File: config.mk
export PLATFORM = sky130hd
export DESIGN_NAME = paralelo_serial_param
export DESIGN_NICKNAME = d
export VERILOG_FILES = /design/src/rtl/paralelo_serial_param.sv
export SDC_FILE = /design/constraint.sdc
export NUM_CORES = 1
export LEC_CHECK = 0
export CAP_MARGIN = 20
export CORE_MARGIN = 5
export CORE_UTILIZATION = 45
export CTS_CLUSTER_SIZE = 28
export DETAILED_ROUTE_END_ITERATION = 8
export PLACE_DENSITY_LB_ADDON = 0.1
export SETUP_SLACK_MARGIN = 0.4
export SLEW_MARGIN = 30
export SYNTH_ARGS = -nofsm -noshare
export SYNTH_HDL_FRONTEND = slang
export SYNTH_SLANG_ARGS = --single-unit
File: constraint.sdc
create_clock -name clk32_f -period 2.33 [get_ports clk32_f]
set_input_delay 0.466 -clock clk32_f [delete_from_list [all_inputs] [get_ports clk32_f]]
set_output_delay 0.466 -clock clk32_f [all_outputs]
set_load 0.05 [all_outputs]
File: src/rtl/paralelo_serial_param.sv
// paralelo_serial_param
// Parametrised parallel-to-serial lane serialiser in the clk32_f domain.
// Sends one WIDTH-bit symbol every WIDTH clk32_f cycles, with no gaps.
// At each symbol boundary it transmits data_in if valid_in is high, and IDLE_SYMBOL otherwise.
// The outputs are a registered serial bit, a frame-start flag on the first bit of
// every symbol, and a data/idle flag.
// Optional feature: define SER_LSB_FIRST_EN to send each symbol LSB first
// instead of MSB first.
module paralelo_serial_param #(
  parameter int                WIDTH       = 8,
  parameter logic [WIDTH-1:0]  IDLE_SYMBOL = WIDTH'(8'hBC),
  parameter int                RESET_PHASE = 6
) (
  input  logic             clk32_f,
  input  logic             reset,
  input  logic [WIDTH-1:0] data_in,
  input  logic             valid_in,
  output logic             load_req,
  output logic             data_out,
  output logic             frame_start,
  output logic             sym_is_data
);

  localparam int            CW     = $clog2(WIDTH);
  localparam logic [CW-1:0] LAST   = CW'(WIDTH - 1);
  localparam logic [CW-1:0] PHASE0 = CW'(RESET_PHASE);

  // Parameter sanity: a one-bit symbol or an out-of-range start phase cannot work
  if (WIDTH < 2) begin : g_badWidth
    $error("paralelo_serial_param: WIDTH must be at least 2");
  end
  if ((RESET_PHASE < 0) || (RESET_PHASE >= WIDTH)) begin : g_badPhase
    $error("paralelo_serial_param: RESET_PHASE must lie in 0..WIDTH-1");
  end

  logic [CW-1:0]    r_cnt;
  logic [WIDTH-1:0] r_hold;
  logic             r_isData;
  logic             r_dataOut;
  logic             r_frameStart;
  logic             r_symIsData;

  logic             w_boundary;
  logic [CW-1:0]    w_nextCnt;
  logic [WIDTH-1:0] w_nextWord;
  logic             w_firstBit;
  logic [CW-1:0]    w_bitIdx;
  logic             w_tailBit;

  // Boundary decode and the word to load there (idle unless valid data is offered)
  always_comb begin
    w_boundary = (r_cnt == '0);
    w_nextWord = valid_in ? data_in : IDLE_SYMBOL;
  end

  // Counter successor wraps explicitly at WIDTH-1, so non-power-of-2 widths never overrun
  always_comb begin
    w_nextCnt = r_cnt + 1'b1;
    if (r_cnt == LAST) begin
      w_nextCnt = '0;
    end
  end

  // Select which bit goes out: the first bit comes straight from the load mux, the rest from hold
  always_comb begin
`ifdef SER_LSB_FIRST_EN
    w_firstBit = w_nextWord[0];
    w_bitIdx   = r_cnt;
`else
    w_firstBit = w_nextWord[WIDTH-1];
    w_bitIdx   = LAST - r_cnt;
`endif
    w_tailBit  = r_hold[w_bitIdx];
  end

  // Bit counter; the reset value sets the symbol phase relative to the slower byte clock
  always_ff @(posedge clk32_f) begin
    if (reset) begin
      r_cnt <= PHASE0;
    end else begin
      r_cnt <= w_nextCnt;
    end
  end

  // Hold register and data flag capture the offered word only at the symbol boundary
  always_ff @(posedge clk32_f) begin
    if (reset) begin
      r_hold   <= IDLE_SYMBOL;
      r_isData <= 1'b0;
    end else if (w_boundary) begin
      r_hold   <= w_nextWord;
      r_isData <= valid_in;
    end
  end

  // Registered serial outputs; the boundary bit bypasses hold so that no bubble cycle appears
  always_ff @(posedge clk32_f) begin
    if (reset) begin
      r_dataOut    <= 1'b0;
      r_frameStart <= 1'b0;
      r_symIsData  <= 1'b0;
    end else if (w_boundary) begin
      r_dataOut    <= w_firstBit;
      r_frameStart <= 1'b1;
      r_symIsData  <= valid_in;
    end else begin
      r_dataOut    <= w_tailBit;
      r_frameStart <= 1'b0;
      r_symIsData  <= r_isData;
    end
  end

  // The load request is decoded from the registered counter only, never from the inputs
  always_comb begin
    load_req = (r_cnt == '0);
  end

  assign data_out    = r_dataOut;
  assign frame_start = r_frameStart;
  assign sym_is_data = r_symIsData;

endmodule
-- Word-level counts from Yosys, hierarchy flattened
Index checks and enable logic that the tools add are counted.
- order comparisons: 1
- add/sub/neg operators: 2
- mux-type cells: 6
- eq/ne operators: 1
- reduce and logical (&&, ||, !) cells: 2
- operator list (operator ; count):
    $mux W8 ; 1
    $lt A3 B4 Y1 const B ; 1
    $add A3 B1 Y3 const B ; 1
    $bmux W1 S3 ; 1
    $eq A3 B3 Y1 const B ; 1
    $logic_not A3 Y1 ; 1
    $mux W1 ; 3
    $mux W3 ; 1
    $sub A3 B3 Y3 const A ; 1
    $reduce_or A2 Y1 ; 1
- flip-flop bits (word level): 14
- input port bits: 11
- logic and storage cells: 18
- output and inout bits: 4

-- Logic depth before layout (Yosys ltp)
- depth after elaboration: 4
- gate-level depth with buffers: 7

-- Worst setup path after synthesis
No wires, ideal clock.
- kind: register to register
- start: register r_cnt[0]
- end: register r_dataOut, in the netlist data_out
- cell stages (with the launch flop): 8
- data arrival time: 1.617 ns
- library setup time: 0.139 ns
- path buffers: 1
- setup slack: 0.574 ns
- cell sequence: dfxtp_1 > buf_6 > inv_1 > ha_1 > nand2b_1 > clkinv_1 > o21ai_0 > a41oi_2
- cells in the longest elaborated chain, start to end: 4
- elaborated cells between the ends (all ways): 5
- ends and longest elaborated chain (item ; RTL line ; source):
    start: declaration ; 36 ; logic [CW-1:0] r_cnt;
    start signal: assignment ; 81 ; r_cnt <= w_nextCnt;
    $sub A3 B3 Y3 ; 71 ; w_bitIdx = LAST - r_cnt;
    named net w_bitIdx[0] ; 47 ; logic [CW-1:0] w_bitIdx;
    $bmux W1 S3 ; 73 ; w_tailBit = r_hold[w_bitIdx];
    $mux W1 (not written as such) ; 73 ;
    $mux W1 ; 102 ; end else if (w_boundary) begin
    end signal: assignment ; 103 ; r_dataOut <= w_firstBit;
    end signal: assignment ; 107 ; r_dataOut <= w_tailBit;
    end: declaration ; 39 ; logic r_dataOut;
The timed path passes the listed nets, and every way through them passes these cells. The select of a mux whose other input is x is not followed.
A chain may end at the register's enable or synchronous reset.

-- Worst setup path in the final report
- start: register r_symIsData, in the netlist sym_is_data
- end: output sym_is_data
- RTL lines (item ; RTL line ; source):
    start: declaration ; 41 ; logic r_symIsData;
    start signal: assignment ; 105 ; r_symIsData <= valid_in;
    start signal: assignment ; 109 ; r_symIsData <= r_isData;
    end: declaration ; 21 ; output logic sym_is_data
No word-level cell between the ends.

==> flow_summary_export.csv <==
group,metric,value,unit
timing,worstMarginPinSlew,493.7,ps
run_status,status,"finished, final reports clean",
critical_path,worst_ep_required_time,1860,ps
power,power,0.5469,mW
timing,rsz0062_at_grt,"false",
timing,post-route-period-util,80.33,%
global_routing,grt_first_pass_wirelength,1959,um
logic_synthesis,synth-edff-count,0,
critical_path,crit_path_top_delay_cell,"clkdlybuf4s50_1",
critical_path,critical-path-top-delay-family,"buffers and inverters",
detailed_routing,dr.pass1.iters,2,
timing,slew_headroom,66.99,%
timing,setup_tns,0,ps
floorplanning,die_w,46.42,um
power,vdd_drop_max,386.5,uV
detailed_routing,antenna_left,0,
timing,slew_viol_final,0,
critical_path,path_buf_inv,1,
flow_run,max_cap_violations,0,
floorplanning,pin_count,15,
detailed_routing,wirelength,1131,um
global_routing,overflow,0,
global_routing,grt_util_all_layers,13.32,%
floorplanning,core-area,1285,um^2
final_layout,final_layout_size_suffix_gt1_share,15.19,%
logic_synthesis,async_flop_share,0,%
detailed_routing,drc,0,
clock_tree,clockRootBuffer,"clkbuf_4",
logic_synthesis,synth-seq-cells,14,
critical_path,critical_path_class,"reg -> out",
logic_synthesis,synth.distinct_cells,19,
detailed_routing,vias,479,
logic_synthesis,synthFlopType,"dfxtp_1",
final_layout,synthToLayoutAreaGrowth,28.72,%
global_routing,antenna_found_initial,0,
clock_tree,cts_tree,"done",
clock_tree,cts.repair.resized,1,
clock_tree,clk_path_buf_depth,2,
detailed_routing,avgRoutedWirePerCell,12.03,um
critical_path,worstPathArrival,1410,ps
critical_path,crit_path_max_fanout,2,
final_layout,nFillCells,112,
clock_tree,h-tree-depth,1,
final_layout,multi_input_area,275.3,um^2
min_path,hold_path_class,"reg -> reg",
logic_synthesis,avgSynthCellArea,9.473,um^2
global_routing,grt_pass1_vias,470,
floorplanning,die_area,2155,um^2
clock_tree,cts_inserted_buffers,3,
critical_path,path_cells,"clkdlybuf4s50_1",
logic_synthesis,syn-num-nets,77,
logic_synthesis,synth_warnings,0,
logic_synthesis,synth_seq_area_share,46.96,%
place,dpl.hpwl,823.1,um
floorplanning,initial_core_util,46.45,%
logic_synthesis,syn_inst,63,
critical_path,cp-start-kind,"flop",
final_layout,fin_area,768.2,um^2
logic_synthesis,syn_area,596.8,um^2
place,io_buffers,14,
clock_tree,clock_latency,270,ps
clock_tree,clk_pin_slew,80,ps
timing,timing_hold_violations_final,0,
timing,layout_min_cycle_time,1872,ps
place,placed_area,742.0,um^2
final_layout,layout.nets,95,
power,power_density,711.8,nW/um^2
clock_tree,postCtsSetupRepairBufs,0,
floorplanning,rows,13,
detailed_routing,via_per_inst,5.096,
critical_path,critical_path.max_stage_delay,800,ps
global_routing,grt_max_degree,15,
floorplanning,die_h,46.42,um
critical_path,crit_path_end_kind,"primary output",
clock_tree,cts_hold_buf,0,
power,power.leakage,0.3157,nW
timing,maxClockFrequency,534.3,MHz
place,gp_congestion,0.6835,
detailed_routing,drt-initial-drc-count,1,
timing,setup_viol,0,
final_layout,ff_latch_area,281.5,um^2
timing,fin_skew,4.590,ps
clock_tree,clock-sinks,14,
final_layout,diodes,0,
==> synthesized netlist by cell type (2+ instances only) <==
master,instances,share of area (%)
mux2i_1,2,3.4
inv_1,3,1.9
or2_2,2,2.1
or4_1,2,2.5
o21bai_1,4,5.0
nor3_1,5,4.2
a21oi_1,5,4.2
nand2_1,7,4.4
buf_6,2,3.8
nand3_1,3,2.5
ha_1,3,6.3
dfxtp_1,14,47
nor2_1,5,3.1
==> cell usage in the layout (no fill, tap or decap), drive strengths merged <==
cell           count
buf                3
mux4               1
nand3              3
clkdlybuf4s50     13
inv                4
nand2              7
or2                2
a21oi              5
o21bai             4
nand2b             1
dfxtp             14
clkbuf             3
a41oi              1
nor2               5
mux2i              2
o21ai              1
ha                 3
nor3               5
or4                2
==> routing by layer <==
metal | share of wire, % | wire, um | GRT usage, %
met2 | 48 | 546 | 21.43
met1 | 46 | 523 | 15.37
met3 | 4.6 | 52 | 4.688
met5 | 0 | 0 | 0
met4 | 0.80 | 9 | 6.818
==> metrics by stage <==
stage | std cells | hold slack [ps] | utilization, % | setup slack [ps]
2_1_floorplan | 63 | 426.1 | - | 574.0
6_report | 94 | 452.8 | 59.79 | 458.2
3_5_place_dp | 91 | 445.4 | 57.74 | 582.7
3_3_place_gp | 91 | 442.7 | 57.74 | 574.1
4_1_cts | 94 | 456.8 | 59.59 | 421.9
5_1_grt | 94 | 476.7 | 59.79 | 409.1
==> worst paths after layout <==
check,start,endpoint,slack (ps),cells after the start
setup / recovery,sym_is_data,sym_is_data,460,1
hold / removal,r_hold[0],r_hold[0],450,2
setup reg to reg,r_cnt[1],data_out,910,4
hold reg to reg,r_hold[0],r_hold[0],450,2
==> cell type report <==
class                   instances  share of cell area, %
inverters                       4                  2.280
flip-flops and latches         14                  36.64
clock buffers                   3                  2.932
repair buffers                 16                  19.87
well taps                      15                  2.443
multi-input cells              42                  35.83
==> sequential cells by signal (all words and copies together), names as in the netlist <==
name / cells
data_out: 1
frame_start: 1
r_cnt: 3
r_hold: 8
sym_is_data: 1
==> power breakdown <==
part           switching [mW]  internal [mW]  leakage (nW)  total (mW)
clock network          0.0710         0.0597        0.0138       0.131
registers              0.0137          0.261         0.114       0.275
logic                  0.0720         0.0690         0.188       0.141
==> cells by family (layout without fill, tap and decap cells) <==
| kind of cell | after synthesis | count (layout) | share of synthesized area, % |
|---|---|---|---|
| and+or+nand+nor | 25 | 25 | 19.92 |
| muxes | 3 | 3 | 7.128 |
| AOI/OAI and AO/OA | 11 | 11 | 12.79 |
| DFF | 14 | 14 | 46.96 |
| adders and majority gates | 3 | 3 | 6.290 |
| buffers and inverters | 7 | 23 | 6.917 |
(Power assumes the default switching activity.)
